### src/rtl/maze_mem_arbiter.sv
// maze_mem_arbiter: shares the single-port maze cell memory between the game
// logic (single reads/writes) and the LED display scanner (fixed-length read
// bursts). Round-robin on contention; a burst runs to completion once granted.
// Memory read data returns one cycle after the address and is forwarded to the
// requester that issued it through a small state-independent valid pipe.
module maze_mem_arbiter #(
    parameter int ADDR_W    = 6,
    parameter int DATA_W    = 2,
    parameter int BURST_LEN = 8
) (
    input  logic              clk,
    input  logic              nst,
    input  logic              g_req,
    input  logic              g_we,
    input  logic [ADDR_W-1:0] g_addr,
    input  logic [DATA_W-1:0] g_wdata,
    output logic              g_gnt,
    output logic              g_rvalid,
    output logic [DATA_W-1:0] g_rdata,
    input  logic              d_req,
    input  logic [ADDR_W-1:0] d_addr,
    output logic              d_gnt,
    output logic              d_rvalid,
    output logic [DATA_W-1:0] d_rdata,
    output logic              d_done,
    output logic [ADDR_W-1:0] mem_addr,
    output logic              mem_we,
    output logic [DATA_W-1:0] mem_wdata,
    input  logic [DATA_W-1:0] mem_rdata,
    output logic              busy
);

    localparam int CNT_W = $clog2(BURST_LEN + 1);
    localparam logic [CNT_W-1:0] LAST_BEAT = CNT_W'(BURST_LEN - 1);

    typedef enum logic [1:0] {
        IDLE   = 2'd0,
        GAME   = 2'd1,
        DBURST = 2'd2
    } state_t;

    state_t            state_q, state_d;
    logic              rr_disp_last_q, rr_disp_last_d;
    logic [CNT_W-1:0]  beat_q, beat_d;
    logic [ADDR_W-1:0] base_q, base_d;

    logic [ADDR_W-1:0] mem_addr_q, mem_addr_d;
    logic              mem_we_q, mem_we_d;
    logic [DATA_W-1:0] mem_wdata_q, mem_wdata_d;
    logic              g_gnt_q, g_gnt_d;
    logic              d_gnt_q, d_gnt_d;

    logic              g_vld_p1_q, g_vld_p1_d;
    logic              d_vld_p1_q, d_vld_p1_d;
    logic              d_last_p1_q, d_last_p1_d;

    logic              take_game;
    logic              take_disp;
    logic [CNT_W-1:0]  beat_next;

    // On a tie the requester that did not win last time takes the memory.
    assign take_game = g_req && (!d_req || rr_disp_last_q);
    assign take_disp = d_req && (!g_req || !rr_disp_last_q);
    assign beat_next = beat_q + CNT_W'(1);

    // Next state and next registered bus/grant values; bus idles at zero.
    always_comb begin
        state_d        = state_q;
        rr_disp_last_d = rr_disp_last_q;
        beat_d         = beat_q;
        base_d         = base_q;
        mem_addr_d     = '0;
        mem_we_d       = 1'b0;
        mem_wdata_d    = '0;
        g_gnt_d        = 1'b0;
        d_gnt_d        = 1'b0;

        case (state_q)
            IDLE: begin
                if (take_game) begin
                    state_d        = GAME;
                    rr_disp_last_d = 1'b0;
                    g_gnt_d        = 1'b1;
                    mem_addr_d     = g_addr;
                    mem_we_d       = g_we;
                    mem_wdata_d    = g_wdata;
                end else if (take_disp) begin
                    state_d        = DBURST;
                    rr_disp_last_d = 1'b1;
                    base_d         = d_addr;
                    beat_d         = '0;
                    d_gnt_d        = 1'b1;
                    mem_addr_d     = d_addr;
                end
            end
            // Single access cycle; always return to IDLE so a still-high
            // g_req is not mistaken for a fresh request.
            GAME: begin
                state_d = IDLE;
            end
            // Address wraps naturally through the ADDR_W-bit sum.
            DBURST: begin
                if (beat_q == LAST_BEAT) begin
                    state_d = IDLE;
                    beat_d  = '0;
                end else begin
                    beat_d     = beat_next;
                    mem_addr_d = base_q + ADDR_W'(beat_next);
                end
            end
            default: begin
                state_d = IDLE;
            end
        endcase
    end

    // Read-return pipe: tracks the access presented this cycle, regardless of
    // what state the FSM moves to next.
    always_comb begin
        g_vld_p1_d  = (state_q == GAME) && !mem_we_q;
        d_vld_p1_d  = (state_q == DBURST);
        d_last_p1_d = (state_q == DBURST) && (beat_q == LAST_BEAT);
    end

    // FSM state, arbitration pointer and registered bus/grant outputs.
    always_ff @(posedge clk) begin
        if (nst) begin
            state_q        <= IDLE;
            rr_disp_last_q <= 1'b1;
            beat_q         <= '0;
            mem_addr_q     <= '0;
            mem_we_q       <= 1'b0;
            mem_wdata_q    <= '0;
            g_gnt_q        <= 1'b0;
            d_gnt_q        <= 1'b0;
        end else begin
            state_q        <= state_d;
            rr_disp_last_q <= rr_disp_last_d;
            beat_q         <= beat_d;
            mem_addr_q     <= mem_addr_d;
            mem_we_q       <= mem_we_d;
            mem_wdata_q    <= mem_wdata_d;
            g_gnt_q        <= g_gnt_d;
            d_gnt_q        <= d_gnt_d;
        end
    end

    // Burst base address; only meaningful while a burst is running.
    always_ff @(posedge clk) begin
        base_q <= base_d;
    end

    // Read-return valid pipe; reset drops any in-flight beats.
    always_ff @(posedge clk) begin
        if (nst) begin
            g_vld_p1_q  <= 1'b0;
            d_vld_p1_q  <= 1'b0;
            d_last_p1_q <= 1'b0;
        end else begin
            g_vld_p1_q  <= g_vld_p1_d;
            d_vld_p1_q  <= d_vld_p1_d;
            d_last_p1_q <= d_last_p1_d;
        end
    end

    assign g_gnt     = g_gnt_q;
    assign d_gnt     = d_gnt_q;
    assign mem_addr  = mem_addr_q;
    assign mem_we    = mem_we_q;
    assign mem_wdata = mem_wdata_q;
    assign busy      = (state_q != IDLE);

    // Read data is steered to the owner of the returning beat, else held at 0.
    assign g_rvalid  = g_vld_p1_q;
    assign g_rdata   = g_vld_p1_q ? mem_rdata : '0;
    assign d_rvalid  = d_vld_p1_q;
    assign d_rdata   = d_vld_p1_q ? mem_rdata : '0;
    assign d_done    = d_last_p1_q;

endmodule

### config.mk
export PLATFORM = sky130hd
export DESIGN_NAME = maze_mem_arbiter
export DESIGN_NICKNAME = d
export VERILOG_FILES = /design/src/rtl/maze_mem_arbiter.sv
export SDC_FILE = /design/constraint.sdc
export NUM_CORES = 1
export LEC_CHECK = 0
export BUFFER_PORTS_ARGS = -buffer_cell sky130_fd_sc_hd__clkbuf_2
export CAP_MARGIN = 5
export CORE_MARGIN = 1
export CORE_UTILIZATION = 30
export DETAILED_ROUTE_END_ITERATION = 10
export PLACE_DENSITY = 0.54
export SETUP_SLACK_MARGIN = 0.15
export SYNTH_ARGS = -nofsm -noshare
export SYNTH_HDL_FRONTEND = slang
export SYNTH_SLANG_ARGS = --single-unit
### constraint.sdc
create_clock -name clk -period 3 [get_ports clk]
set_input_delay 0.45 -clock clk [delete_from_list [all_inputs] [get_ports clk]]
set_output_delay 0.45 -clock clk [all_outputs]
set_load 0.01 [all_outputs]
==> results.py <==
metrics = {
    "floorplanning": {
        "fp.dieW_um": 65.1,
        "core-area_um2": 3740,
        "initial_utilization": 0.319,
        "io_pins": 40,
        "fp.dieH_um": 65.1,
        "die-area_um2": 4230,
        "placementRows": 22,
    },
    "synth": {
        "synth-main-ff-cell": "dfxtp_1",
        "synthesis.nets": 137,
        "seq_area_frac_synth": 0.503,
        "synth_cell_types": 39,
        "yosys.area.top_type": "dfxtp_1",
        "yosysTopAreaCellShare": 0.352,
        "yosysWarnings": 0,
        "syn_inst": 110,
        "async_reset_ff_frac": 0,
        "synth_top_cells_by_area": "dfxtp_1 (35%), edfxtp_1 (15%), ha_1 (5.2%)",
        "synth_area_um2": 1190,
        "synth_edf_count": 6,
        "avgSynthCellArea_um2": 10.9,
        "ys_ff_latch": 27,
    },
    "clocking": {
        "clk_pin_slew_ns": 0.09,
        "ctsLongestPathBuffers": 2,
        "cts_resized": 0,
        "cts_buffers": 3,
        "htreeDepth": 1,
        "cts_setup_buffers": 0,
        "cts_root_buffer": "clkbuf_8",
        "cts.sinks": 27,
        "clk_latency_ns": 0.27,
        "cts_tree": "built",
        "hold_buffers": 0,
    },
    "placed_design": {
        "gp_congestion": 0.735,
        "hpwl_um": 1870,
        "postPlaceCellArea_um2": 1440,
        "dp_cells": 194,
        "portBuffers": 39,
    },
    "pwr": {
        "power_leakage_nw": 0.659,
        "power_density_nw_per_um2": 516,
        "vdd_ir_drop_max_uv": 234,
    },
    "hold_path": {
        "hold_path.class": "in -> reg",
        "min_from": "d_addr[2]",
    },
    "routing": {
        "ant_nets": 0,
        "vias": 967,
        "vias_per_cell": 4.88,
        "avgRoutedWirePerCell_um": 12.2,
        "drt-initial-drc-count": 25,
        "dr.pass1.iters": 4,
        "routed_wl_um": 2420,
        "drcViolationCount": 0,
    },
    "finish": {
        "syn_to_final_growth_pct": 24.2,
        "diodes": 0,
        "stdcell_area_um2": 1480,
        "nets": 178,
        "seqCellArea_um2": 601,
        "fillers": 404,
        "instances_no_fill": 198,
        "drive_gt1_frac": 0.347,
        "multi_input_area_um2": 566,
        "post-route-util": 0.396,
    },
    "grt": {
        "grtUsageTotal": 0.128,
        "grt_pass1_wl_um": 4070,
        "antenna_found_initial": 0,
        "grt_max_degree": 16,
        "grt.overflow.total": 0,
        "grt_pass1_vias": 922,
    },
    "timing": {
        "tns_ns": 0,
        "relSlewSlack": 0.447,
        "setup_viol": 0,
        "hold_viol_final": 0,
        "fin_crit_ns": 1.84,
        "finalMaxSlewViolations": 0,
        "tightest_slew_ns": 0.824,
        "timing.final.crit_share": 0.614,
        "grt_setup_unrepaired": "no",
        "max_freq_ghz": 0.543,
        "clock_skew_ns": 0.00336,
    },
    "run": {
        "maxCapViolCount": 0,
    },
    "critical_path": {
        "cp_max_fo": 5,
        "startpoint": "beat_q[0]",
        "worstPathArrival_ns": 2.01,
        "max_stage_delay_ns": 0.38,
        "critPathLaunchType": "flip-flop",
        "path_cells": "ha_1 -> xor2_1 -> ha_1 -> nand3_1 -> o211ai_1 -> nand4b_1 -> o211ai_2",
        "r2r_start": "beat_q[0]",
        "criticalPathCategory": "reg -> reg",
        "cp_slowest_cell": "ha_1",
        "crit_required_ns": 3.17,
        "path_common_cell": "ha_1",
        "end_kind": "flip-flop",
    },
    "status": {
        "status": "finished, final reports clean",
    },
}
-- area by class of cell --
class,count,area share
flip-flops and latches,27,0.405
multi-input cells,76,0.381
repair buffers,39,0.132
well taps,48,0.0405
clock buffers,3,0.0278
inverters,4,0.0101
clock inverters,1,0.00338
-- path summary, 6_finish.rpt --
path | endpoint | slack [ns] | depth (start not counted)
max | mem_addr[5] | 1.16 | 7
min | base_q[2] | 0.36 | 1
max reg2reg | mem_addr[5] | 1.16 | 7
min reg2reg | g_rvalid | 0.41 | 1
-- stage by stage --
stage / hold WS (ns) / worst slack, ns / power [mW]
finish: 0.363 / 1.16 / 0.765
floorplan: 0.457 / 1.39 / 0.516
global route: 0.349 / 1.07 / 0.812
global placement: 0.406 / 1.15 / 0.564
CTS: 0.356 / 1.18 / 0.771
detailed placement: 0.402 / 1.11 / 0.566
-- Yosys cell counts, types with 3 or more instances --
cell type,count
nor2_1,5
ha_1,5
nand3_1,5
nor3_1,3
a22oi_1,5
and2_1,7
dfxtp_1,21
edfxtp_1,6
inv_1,4
a21oi_1,10
nand2_1,4
-- cell families after synthesis --
family	after synthesis	synth area share
simple gates	39	0.212
compound gates	27	0.162
flops	27	0.503
buf+inv	7	0.0230
fa+ha+maj	6	0.0692
xor+xnor	3	0.0220
mux	1	0.00839
-- registers in the layout, indices dropped and copies added, names as in the netlist --
name,cells
base_q,6
mem_wdata,2
beat_q,4
rr_disp_last_q,1
d_rvalid,1
mem_we,1
d_done,1
state_q,2
g_rvalid,1
mem_addr,6
g_gnt,1
d_gnt,1
-- layout by cell type, fill, tap and decap left out, types with 2 or more instances in the layout --
| cell type | netlist | final |
|---|---|---|
| nor2_1 | 5 | 5 |
| inv_1 | 4 | 4 |
| a32o_1 | 2 | 2 |
| a21oi_1 | 10 | 10 |
| dfxtp_1 | 21 | 21 |
| and2_1 | 7 | 7 |
| nor2b_1 | 2 | 2 |
| nand2_1 | 4 | 4 |
| clkbuf_8 | 0 | 3 |
| ha_1 | 5 | 5 |
| nor3_1 | 3 | 3 |
| edfxtp_1 | 6 | 6 |
| a22oi_1 | 5 | 5 |
| xor2_1 | 2 | 2 |
| nand4b_1 | 2 | 2 |
| clkbuf_2 | 1 | 39 |
| nand3_1 | 5 | 5 |
| o21ai_0 | 2 | 2 |
| a21o_1 | 2 | 2 |
| and3_1 | 2 | 2 |
-- layer usage --
| metal | up-vias | GRT usage | share of wire | wire length, um |
|---|---|---|---|---|
| li1 | 480 | - | - | - |
| met1 | 452 | 0.160 | 0.44 | 1070 |
| met2 | 28 | 0.201 | 0.48 | 1170 |
| met3 | 7 | 0.0282 | 0.047 | 113 |
| met4 | 0 | 0.0734 | 0.026 | 63 |
| met5 | - | 0 | 0 | 0 |
-- critical path, delay by kind of cell (launching register included) --
kind	cells	cell delay (ns)
fa+ha+maj	2	0.60
simple gates	2	0.28
flops	1	0.34
compound gates	2	0.35
xor+xnor	1	0.16
-- power breakdown --
group | internal, mW | switching, mW | total (mW)
registers | 0.398 | 0.0149 | 0.413
logic | 0.0641 | 0.0797 | 0.144
clock network | 0.0932 | 0.115 | 0.208
total | 0.555 | 0.210 | 0.765
Note: power is estimated with default switching activity, not from simulation.
